<file path="config.mk">
export PLATFORM = sky130hd
export DESIGN_NAME = token_decoder
export DESIGN_NICKNAME = d
export VERILOG_FILES = /design/src/rtl/token_decoder.sv
export SDC_FILE = /design/constraint.sdc
export NUM_CORES = 1
export LEC_CHECK = 0
export CAP_MARGIN = 20
export CORE_ASPECT_RATIO = 1.1
export CORE_MARGIN = 2
export CORE_UTILIZATION = 51
export CTS_CLUSTER_DIAMETER = 80
export CTS_CLUSTER_SIZE = 40
export DETAILED_ROUTE_END_ITERATION = 8
export GPL_TIMING_DRIVEN = 0
export PLACE_DENSITY = 0.75
export SLEW_MARGIN = 0
export SYNTH_ARGS = -nofsm -noshare
export SYNTH_HDL_FRONTEND = slang
export SYNTH_SLANG_ARGS = --single-unit
</file>
<file path="constraint.sdc">
create_clock -name clk -period 3.29 [get_ports clk]
set_clock_uncertainty 0.05 [all_clocks]
set_input_delay 0.987 -clock clk [delete_from_list [all_inputs] [get_ports clk]]
set_output_delay 0.987 -clock clk [all_outputs]
set_load 0.05 [all_outputs]
</file>
<file path="src/rtl/token_decoder.sv">
// token_decoder: checks a serial 1..N token frame over valid/ready,
// recovers N and the per-slot presence mask, and presents them downstream.
module token_decoder #(
  parameter int MAX_TOKENS = 7,
  parameter int TW         = 4
) (
  input  logic                  clk,
  input  logic                  rst,
  input  logic                  tok_valid,
  input  logic [TW-1:0]         tok_data,
  input  logic                  tok_last,
  output logic                  tok_ready,
  output logic                  val_valid,
  output logic [TW-1:0]         val_data,
  input  logic                  val_ready,
  output logic [MAX_TOKENS-1:0] tok_mask,
  output logic                  err
);

  typedef enum logic [1:0] {
    IDLE,
    COLLECT,
    OUT,
    DRAIN
  } state_t;

  localparam logic [TW:0] MAXT = (TW+1)'(MAX_TOKENS);
  localparam logic [TW:0] ONE  = (TW+1)'(1);

  state_t                state_q, state_n;
  logic [TW:0]           exp_q, exp_n;
  logic [TW-1:0]         cnt_q, cnt_n;
  logic [MAX_TOKENS-1:0] mask_q, mask_n;
  logic                  one_q, one_n;

  logic                  tok_acc;
  logic                  val_acc;
  logic                  is_zero;
  logic                  is_one;
  logic                  exp_ok;
  logic [MAX_TOKENS-1:0] slot;

  assign tok_ready = (state_q != OUT);
  assign val_valid = (state_q == OUT);
  assign err       = (state_q == DRAIN);
  assign val_data  = val_valid ? cnt_q : '0;
  assign tok_mask  = val_valid ? mask_q : '0;

  assign tok_acc = tok_valid && tok_ready;
  assign val_acc = val_valid && val_ready;
  assign is_zero = (tok_data == '0);
  assign is_one  = (tok_data == TW'(1));

  // exp is one bit wider than the token so MAX_TOKENS+1 never aliases
  assign exp_ok = ({1'b0, tok_data} == exp_q) && (exp_q <= MAXT);
  assign slot   = MAX_TOKENS'(1) << (exp_q - ONE);

  always_ff @(posedge clk) begin
    if (rst) begin
      state_q <= IDLE;
      exp_q   <= ONE;
      cnt_q   <= '0;
      mask_q  <= '0;
      one_q   <= 1'b0;
    end else begin
      state_q <= state_n;
      exp_q   <= exp_n;
      cnt_q   <= cnt_n;
      mask_q  <= mask_n;
      one_q   <= one_n;
    end
  end

  always_comb begin
    state_n = state_q;
    exp_n   = exp_q;
    cnt_n   = cnt_q;
    mask_n  = mask_q;
    one_n   = one_q;
    unique case (state_q)
      IDLE: begin
        if (tok_acc) begin
          unique case (1'b1)
            is_zero && tok_last: begin
              state_n = OUT;
              cnt_n   = '0;
              mask_n  = '0;
            end
            is_one: begin
              state_n = tok_last ? OUT : COLLECT;
              mask_n  = MAX_TOKENS'(1);
              cnt_n   = TW'(1);
              exp_n   = (TW+1)'(2);
            end
            default: begin
              state_n = DRAIN;
              one_n   = tok_last;
            end
          endcase
        end
      end
      COLLECT: begin
        if (tok_acc) begin
          if (exp_ok) begin
            mask_n = mask_q | slot;
            cnt_n  = exp_q[TW-1:0];
            exp_n  = exp_q + ONE;
            if (tok_last) state_n = OUT;
          end else begin
            state_n = DRAIN;
            one_n   = tok_last;
          end
        end
      end
      OUT: begin
        if (val_acc) begin
          state_n = IDLE;
          exp_n   = ONE;
          cnt_n   = '0;
          mask_n  = '0;
        end
      end
      DRAIN: begin
        // a bad token that closed its own frame still costs one err cycle
        if (one_q || (tok_acc && tok_last)) begin
          state_n = IDLE;
          exp_n   = ONE;
          cnt_n   = '0;
          mask_n  = '0;
          one_n   = 1'b0;
        end
      end
      default: begin
        state_n = IDLE;
      end
    endcase
  end

endmodule
</file>
==> reports/summary.txt, run 1 <==
final cell count without fillers: 212
Final period util: 92.7%
Synth Instances: 157
drt initial violations: 47
status: completed
worst-skew pair later-pin latency: 0.30 ns
post-synth top area cell: dfxtp_1
Post-synth ARST share: 0%
Boundary Pins: 23
Post-Route Setup TNS: 0 ns
count of state elements after synthesis: 19
synth warn: 0
drt total wl: 2.91 mm
first-pass GRT wire length: 4.93 mm
Cell Pwr Density: 371 nW/um2
number of enable flip-flop cells after synthesis: 0
Netlist cell types: 50
cts repair resizes: 8
largest net degree at the start of global routing: 12
Placed Cells incl. Taps: 208
Non-Filler Cell Area, Final: 1510 um2
initial antenna violation count: 0
DPL Wire Length: 2.27 mm
Antenna Violating Nets Remaining: 0
R2R setup slack: 1.36 ns
vias: 1,232
setup bufs post-CTS: 0
Worst Setup End Kind: output pin
1st-pass router iterations: 4
RSZ-0062 raised after global routing: false
worst-margin pin slew: 0.551 ns
Die Height: 55.6 um
Slew HR: 62.9%
Max Freq: 0.328 GHz
die area: 2830 um2
Critical Path Source Type: flop
FF/Latch Area: 380 um2
DP Area: 1490 um2
Final #Nets: 194
Root Buffer: clkbuf_4
Post-Syn Area: 1240 um2
crit path DAT: 2.01 ns
Max Slew Vio Count: 0
post-layout minimum cycle time: 3.05 ns
total gr overflow: 0
crit-path max FO: 9
Core Region: 2270 um2
Layout area overhead: 22.3%
wire per inst: 13.7 um
total CTS buffers: 3
vias per cell: 5.81
Clock Path Buffers: 2
Initial Utilization: 54.3%
top cell type's share of synthesized area: 30.8%
hold_buf cts: 0
final setup fails: 0
die width: 50.9 um
Max Cap Viol: 0
CTS H-Tree Depth: 1
ratio of cells with drive above 1 in the final layout: 12.1%
Synth Area per Inst: 7.87 um2
CTS tree: done
worst hold margin: 0.403 ns
CP Capture Point: val_data[2]
Clock transition at path regs: 0.11 ns
worst vdd ir: 0.000245 V
CTS sink cnt: 19
final hold viol count: 0
filler instances: 215
GPL Wtd Cong: 0.837
area taken by multi-input logic gates: 757 um2
reg-to-reg startpoint: exp_q[0]$_SDFFE_PP1P_
total track usage: 22.6%
Crit path required time: 2.25 ns
syn nets: 168
Crit Path Class: reg -> out
top_reg_cell synth: dfxtp_1
Worst Hold Class: reg -> reg
worst setup path startpoint: state_q[1]$_SDFFE_PP0P_
LEAKAGE: 0.652 nW
ant diodes: 0
worst reg2reg path endpoint: mask_q[0]$_SDFFE_PP0P_
cell count of the worst reg-to-reg path: 6
Buffers on Ports: 21
vias in the first global route: 1,118
top post-synthesis cells by area: dfxtp_1 (31%), nor2_1 (5.2%), and3_1 (5.1%), nand2_1 (4.9%), inv_1 (3.6%)
Row Count: 18
# DRC: 0
sequential area share after synthesis: 30.8%
[registers in the layout (all words and copies together) (netlist names)]
| signal | count |
|---|---|
| mask_q | 7 |
| exp_q | 5 |
| cnt_q | 4 |
| state_q | 2 |
| one_q | 1 |
[power by group]
group | internal [mW] | total [mW] | switching (mW) | leakage [nW]
clock network | 0.0454 | 0.120 | 0.0742 | 0.0177
registers | 0.240 | 0.248 | 0.00799 | 0.154
logic | 0.0717 | 0.193 | 0.121 | 0.480
[placed cells by master (no fill, tap or decap), drive strengths merged, types with 2 or more instances in the layout]
cell | netlist | layout
or3 | 2 | 2
nor3 | 4 | 4
nand3 | 6 | 6
nand4 | 3 | 3
xor2 | 3 | 3
o31ai | 5 | 5
inv | 12 | 12
a41oi | 3 | 3
dfxtp | 19 | 19
or2 | 2 | 2
buf | 5 | 5
nand2 | 16 | 16
dlygate4sd2 | 0 | 8
clkbuf | 4 | 7
o21ai | 10 | 10
clkdlybuf4s50 | 0 | 12
a31o | 2 | 2
a31oi | 2 | 2
ha | 2 | 2
a211o | 5 | 5
nor2 | 17 | 17
and3 | 11 | 11
nor2b | 2 | 2
a21oi | 2 | 2
a21boi | 2 | 2
[Yosys cell counts (3+ instances only)]
| cell | number |
|---|---|
| a211o_1 | 4 |
| a41oi_1 | 3 |
| and3_1 | 10 |
| buf_6 | 3 |
| clkbuf_1 | 4 |
| dfxtp_1 | 19 |
| inv_1 | 12 |
| nand2_1 | 16 |
| nand3_1 | 6 |
| nand4_1 | 3 |
| nor2_1 | 17 |
| o21ai_0 | 6 |
| o21ai_1 | 4 |
| o31ai_1 | 4 |
| xor2_1 | 3 |
[kinds of logic after synthesis]
logic type,after synthesis,synth area share [%]
adder cells (fa/ha/maj),2,2.02
flip-flops,19,30.8
multiplexers,1,0.810
AO/OA/AOI/OAI,42,26.7
AND/OR/NAND/NOR,68,28.2
buffers and inverters,21,8.60
XOR/XNOR,4,2.83
[worst max-delay path, cell delays in order, from the launching register on]
cell	delay [ns]
dfxtp_1	0.32
buf_4	0.15
inv_1	0.14
nor2_2	0.15
inv_1	0.08
nor2_2	0.08
clkdlybuf4s50_1	0.79
[layout make-up]
cell class | count | share of cell area (%)
flip-flops and latches | 19 | 25.2
well taps | 30 | 2.48
clock buffers | 3 | 1.49
repair buffers | 21 | 13.4
inverters | 12 | 2.98
clock inverters | 1 | 0.331
plain buffers | 9 | 4.06
multi-input cells | 117 | 50.1
[layer usage]
layer	vias to the layer above	global-route usage, %	wire length, um
li1	616	-	-
met1	562	29.9	1240
met3	7	4.84	192
met5	-	0	0
met4	0	7.34	43
met2	47	36.2	1430
[how the worst min path moves through the flow]
stage	from	endpoint	slack, ns	cells after the start
after floorplan	mask_q[0]$_SDFFE_PP0P_	mask_q[0]$_SDFFE_PP0P_	0.37	2
after global placement	mask_q[0]$_SDFFE_PP0P_	mask_q[0]$_SDFFE_PP0P_	0.38	2
after detailed placement	mask_q[5]$_SDFFE_PP0P_	mask_q[5]$_SDFFE_PP0P_	0.39	2
after CTS	mask_q[5]$_SDFFE_PP0P_	mask_q[5]$_SDFFE_PP0P_	0.40	2
after global routing	mask_q[5]$_SDFFE_PP0P_	mask_q[5]$_SDFFE_PP0P_	0.42	2
final	mask_q[5]$_SDFFE_PP0P_	mask_q[5]$_SDFFE_PP0P_	0.40	2
[stage by stage]
step	setup WS [ns]	power, mW	util, %
final	0.241	0.560	66.4
after global routing	0.100	0.592	66.4
after CTS	0.00427	0.562	66.3
after detailed placement	0.317	0.444	65.6
after global placement	0.337	0.441	65.6
after floorplan	0.315	0.393	-
(Power assumes the default switching activity.)
==> run 2: changes to the inputs <==
- CORE_UTILIZATION: 51 -> 50
- PLACE_DENSITY: 0.75 -> 0.74
- clock period: 3.29 -> 3.75 ns (I/O delays scaled with it)
==> reports/summary.txt, run 2 (synthesis results as in run 1) <==
status: completed (unchanged)
DPL Wire Length: 2.24 mm (was 2.27 mm)
total track usage: 22.3% (was 22.6%)
filler instances: 230 (was 215)
Buffers on Ports: 21 (unchanged)
vias per cell: 5.75 (was 5.81)
Crit Path Class: reg -> out (unchanged)
initial antenna violation count: 0 (unchanged)
Placed Cells incl. Taps: 208 (unchanged)
cts repair resizes: 0 (was 8)
area taken by multi-input logic gates: 749 um2 (was 757 um2)
DP Worst Slack: 0.639 ns (was 0.317 ns)
Initial Utilization: 53.8% (was 54.3%)
CP bufs+invs: 4 (unchanged)
Crit path max-delay family: buffers and inverters (unchanged)
first-pass GRT wire length: 4.99 mm (was 4.93 mm)
CP max stage delay: 0.80 ns (was 0.79 ns)
final core occ: 65.8% (was 66.4%)
Clock Path Buffers: 2 (unchanged)
final setup margin: 0.303 ns (was 0.241 ns)
die width: 51.4 um (was 50.9 um)
Post-Route Setup TNS: 0 ns (unchanged)
FF/Latch Area: 380 um2 (unchanged)
GPL Wtd Cong: 0.828 (was 0.837)
Crit-path slowest cell: clkdlybuf4s50_1 (unchanged)
LEAKAGE: 0.595 nW (was 0.652 nW)
Clock transition at path regs: 0.11 ns (about the same)
drt initial violations: 36 (was 47)
CTS H-Tree Depth: 1 (unchanged)
Max Cap Viol: 0 (unchanged)
most frequent cells in the layout: clkdlybuf4s50_1 (21), dfxtp_1 (19), nor2_1 (17), nand2_1 (16), inv_1 (12) (was dfxtp_1 (19), nand2_1 (16), nor2_1 (14), inv_1 (12), clkdlybuf4s50_1 (12))
CTS sink cnt: 19 (unchanged)
DP Area: 1480 um2 (was 1490 um2)
Cell Pwr Density: 325 nW/um2 (was 371 nW/um2)
1st-pass router iterations: 4 (unchanged)
Boundary Pins: 23 (unchanged)
final setup fails: 0 (unchanged)
largest net degree at the start of global routing: 12 (unchanged)
Core Region: 2300 um2 (was 2270 um2)
CTS tree: done (unchanged)
Slew HR: 61.4% (was 62.9%)
Pwr Total: 0.491 mW (was 0.560 mW)
vias in the first global route: 1,141 (was 1,118)
vias: 1,218 (was 1,232)
# DRC: 0 (unchanged)
worst vdd ir: 0.000213 V (was 0.000245 V)
Antenna Violating Nets Remaining: 0 (unchanged)
CP cell instances: buf_6 > inv_1 > clkbuf_1 > and3_1 > clkdlybuf4s50_1 (was buf_4 > inv_1 > nor2_2 > inv_1 > nor2_2 > clkdlybuf4s50_1)
Final #Nets: 194 (unchanged)
Critical Path Source Type: flop (unchanged)
Die Height: 56.2 um (was 55.6 um)
max reg flops: 7 (unchanged)
Layout area overhead: 22.3% (unchanged)
Worst Setup End Kind: output pin (unchanged)
Row Count: 18 (unchanged)
Root Buffer: clkbuf_4 (unchanged)
ant diodes: 0 (unchanged)
die area: 2890 um2 (was 2830 um2)
total gr overflow: 0 (unchanged)
worst-margin pin slew: 0.574 ns (was 0.551 ns)
Crit path required time: 2.57 ns (was 2.25 ns)
final cell count without fillers: 212 (unchanged)
drt total wl: 2.91 mm (about the same)
crit path DAT: 2.27 ns (was 2.01 ns)
setup bufs post-CTS: 0 (unchanged)
largest registers: mask_q (7), exp_q (5), cnt_q (4) (unchanged)
post-layout minimum cycle time: 3.45 ns
commonest non-fill, non-tap cell in the layout: clkdlybuf4s50_1 (was dfxtp_1)
final hold viol count: 0 (unchanged)
worst hold margin: 0.402 ns (was 0.403 ns)
RSZ-0062 raised after global routing: false (unchanged)
Worst Hold Class: reg -> reg (unchanged)
total CTS buffers: 3 (unchanged)
ratio of cells with drive above 1 in the final layout: 10.4% (was 12.1%)
Final period util: 91.9%
Top reg by flops: mask_q (unchanged)
worst-skew pair later-pin latency: 0.30 ns (about the same)
hold_buf cts: 0 (unchanged)
crit-path max FO: 10 (was 9)
wire per inst: 13.7 um (about the same)
Non-Filler Cell Area, Final: 1510 um2 (unchanged)
Max Slew Vio Count: 0 (unchanged)
Max Freq: 0.290 GHz
run 2: final cells by class:
class | instances | area share (%)
Tap cell | 30 | 2.48
Sequential cell | 19 | 25.2
Multi-Input combinational cell | 117 | 49.6
Clock buffer | 3 | 1.49
Inverter | 12 | 2.98
Clock inverter | 1 | 0.331
Buffer | 9 | 4.06
Timing Repair Buffer | 21 | 13.9
run 2: final timing paths:
check	end	startpoint	slack, ns	depth (start not counted)
worst max-delay path	tok_mask[5]	state_q[0]$_SDFFE_PP0P_	0.30	5
worst min-delay path	mask_q[4]$_SDFFE_PP0P_	mask_q[4]$_SDFFE_PP0P_	0.40	2
worst max register to register	mask_q[0]$_SDFFE_PP0P_	exp_q[0]$_SDFFE_PP1P_	1.80	8
worst min register to register	mask_q[4]$_SDFFE_PP0P_	mask_q[4]$_SDFFE_PP0P_	0.40	2
run 2: tightest hold or removal path, stage by stage, from the launching register on:
cell     delay [ns]
dfxtp_1        0.32
nand2_1        0.05
o21ai_1        0.05
run 2: power by group:
group	internal [mW]	total (mW)	switching, mW
sequential	0.210	0.218	0.00724
clock	0.0397	0.106	0.0660
combinational	0.0628	0.168	0.105
total	0.313	0.491	0.178
run 2: layer usage:
layer	part of all wire, %	vias up	global-route usage (%)
met5	0	-	0
met4	0.89	0	6.77
met3	4.2	4	3.23
met2	48	37	36.8
met1	47	558	29.6
li1	-	619	-
==> run 3: changes to the inputs <==
- CORE_UTILIZATION: 50 -> 55
- PLACE_DENSITY: 0.74 -> 0.8
==> reports/summary.txt, run 3 (synthesis results as in run 1) <==
status: completed (unchanged)
Boundary Pins: 23 (unchanged)
Max Cap Viol: 0 (unchanged)
worst setup path startpoint: state_q[0]$_SDFFE_PP0P_ (unchanged)
Hold EP: mask_q[1]$_SDFFE_PP0P_ (was mask_q[4]$_SDFFE_PP0P_)
CTS tree: done (unchanged)
worst reg2reg path endpoint: mask_q[0]$_SDFFE_PP0P_ (unchanged)
Placed Cells incl. Taps: 208 (unchanged)
Cell Pwr Density: 328 nW/um2 (was 325 nW/um2)
die area: 2640 um2 (was 2890 um2)
Top reg by flops: mask_q (unchanged)
total CTS buffers: 3 (unchanged)
ant diodes: 0 (unchanged)
Crit path required time: 2.57 ns (about the same)
Worst Hold Class: reg -> reg (unchanged)
Buffers on Ports: 21 (unchanged)
wire per inst: 14.7 um (was 13.7 um)
GPL Wtd Cong: 0.823 (was 0.828)
max reg flops: 7 (unchanged)
worst-margin pin slew: 0.535 ns (was 0.574 ns)
switch share: 36.4% (was 36.3%)
total gr overflow: 0 (unchanged)
die width: 49.2 um (was 51.4 um)
final setup margin: 0.272 ns (was 0.303 ns)
largest registers: mask_q (7), exp_q (5), cnt_q (4) (unchanged)
Final #Nets: 194 (unchanged)
hold_buf cts: 0 (unchanged)
Max Slew Vio Count: 0 (unchanged)
CTS H-Tree Depth: 1 (unchanged)
Final period util: 92.8% (was 91.9%)
worst vdd ir: 0.000277 V (was 0.000213 V)
vias in the first global route: 1,148 (was 1,141)
final cell count without fillers: 212 (unchanged)
sequential share of power: 44.0% (was 44.3%)
DP Area: 1480 um2 (unchanged)
# DRC: 0 (unchanged)
Max Freq: 0.287 GHz (was 0.290 GHz)
RSZ-0062 raised after global routing: false (unchanged)
initial antenna violation count: 0 (unchanged)
clock share of power: 21.4% (was 21.5%)
Slew HR: 64.3% (was 61.4%)
Post-Route Setup TNS: 0 ns (unchanged)
Layout area overhead: 22.2% (was 22.3%)
vias per cell: 5.93 (was 5.75)
vias: 1,257 (was 1,218)
worst hold margin: 0.403 ns (was 0.402 ns)
Core Region: 2180 um2 (was 2300 um2)
drt total wl: 3.12 mm (was 2.91 mm)
Row Count: 18 (unchanged)
ratio of cells with drive above 1 in the final layout: 9.89% (was 10.4%)
largest net degree at the start of global routing: 11 (was 12)
post-layout minimum cycle time: 3.48 ns (was 3.45 ns)
Comb pwr share: 34.6% (was 34.2%)
Pwr Total: 0.495 mW (was 0.491 mW)
Worst Setup End Kind: output pin (unchanged)
Net Switching: 0.181 mW (was 0.178 mW)
1st-pass router iterations: 4 (unchanged)
DP Worst Slack: 0.649 ns (was 0.639 ns)
cell count of the worst reg-to-reg path: 8 (unchanged)
total track usage: 25.0% (was 22.3%)
crit path DAT: 2.30 ns (was 2.27 ns)
final setup fails: 0 (unchanged)
worst-skew pair later-pin latency: 0.31 ns (was 0.30 ns)
hold path startpoint: mask_q[1]$_SDFFE_PP0P_ (was mask_q[4]$_SDFFE_PP0P_)
R2R setup slack: 1.82 ns (was 1.80 ns)
crit-path max FO: 10 (unchanged)
CTS sink cnt: 19 (unchanged)
Critical Path Source Type: flop (unchanged)
DPL Wire Length: 2.37 mm (was 2.24 mm)
Clock transition at path regs: 0.11 ns (about the same)
Die Height: 53.7 um (was 56.2 um)
setup bufs post-CTS: 0 (unchanged)
final hold viol count: 0 (unchanged)
Crit Path Class: reg -> out (unchanged)
Antenna Violating Nets Remaining: 0 (unchanged)
commonest non-fill, non-tap cell in the layout: clkdlybuf4s50_1 (unchanged)
Root Buffer: clkbuf_4 (unchanged)
Clock Path Buffers: 2 (unchanged)
reg-to-reg startpoint: exp_q[0]$_SDFFE_PP1P_ (unchanged)
final core occ: 69.1% (was 65.8%)
drt initial violations: 40 (was 36)
LEAKAGE: 0.592 nW (was 0.595 nW)
cts repair resizes: 0 (unchanged)
first-pass GRT wire length: 5.04 mm (was 4.99 mm)
Pint: 0.315 mW (was 0.313 mW)
Initial Utilization: 56.6% (was 53.8%)
Non-Filler Cell Area, Final: 1510 um2 (about the same)
most frequent cells in the layout: clkdlybuf4s50_1 (21), dfxtp_1 (19), nor2_1 (17), nand2_1 (16), inv_1 (12) (unchanged)
worst hold stages: 2 (unchanged)
-- run 3: cell types whose count changed in the layout (fill, tap and decap cells not counted), sizes merged --
| cell | before | now |
|---|---|---|
| clkbuf | 7 | 8 |
| clkinv | 1 | 0 |
-- run 3: area by class of cell --
type	count	area, um2
Buffer	9	61.3
Clock buffer	4	26.3
Fill cell	182	674
Inverter	12	45.0
Multi-Input combinational cell	117	749
Sequential cell	19	380
Tap cell	30	37.5
Timing Repair Buffer	21	210
-- run 3: worst max-delay path by stage --
stage / slack (ns) / cells past startpoint / to
after CTS: 0.30 / 5 / tok_mask[3]
after global placement: 0.66 / 5 / tok_mask[2]
after detailed placement: 0.65 / 5 / tok_mask[3]
after floorplan: 0.08 / 5 / val_data[1]
after global routing: 0.13 / 5 / tok_mask[2]
final: 0.27 / 5 / tok_mask[3]
-- run 3: power groups by stage --
| stage | logic, mW | clock network [mW] | registers [mW] |
|---|---|---|---|
| global route | 0.186 | 0.118 | 0.219 |
| floorplan | 0.123 | 0 | 0.220 |
| CTS | 0.168 | 0.106 | 0.218 |
| global placement | 0.163 | 0 | 0.222 |
| finish | 0.171 | 0.106 | 0.218 |
| detailed placement | 0.168 | 0 | 0.222 |
-- run 3: per-layer routing --
layer | up-vias | GRT usage [%] | part of all wire (%) | wire, um
met3 | 7 | 2.78 | 6.6 | 207
li1 | 620 | - | - | -
met2 | 50 | 45.7 | 49 | 1530
met1 | 580 | 28.9 | 42 | 1320
met5 | - | 0 | 0 | 0
met4 | 0 | 13.8 | 2.0 | 63
-- run 3: worst max-delay path, cell delays in order, from the launching register on --
cell and delay (ns):
dfxtp_1 0.36, buf_6 0.15, inv_1 0.12, clkbuf_1 0.34
and3_1 0.22, clkdlybuf4s50_1 0.80
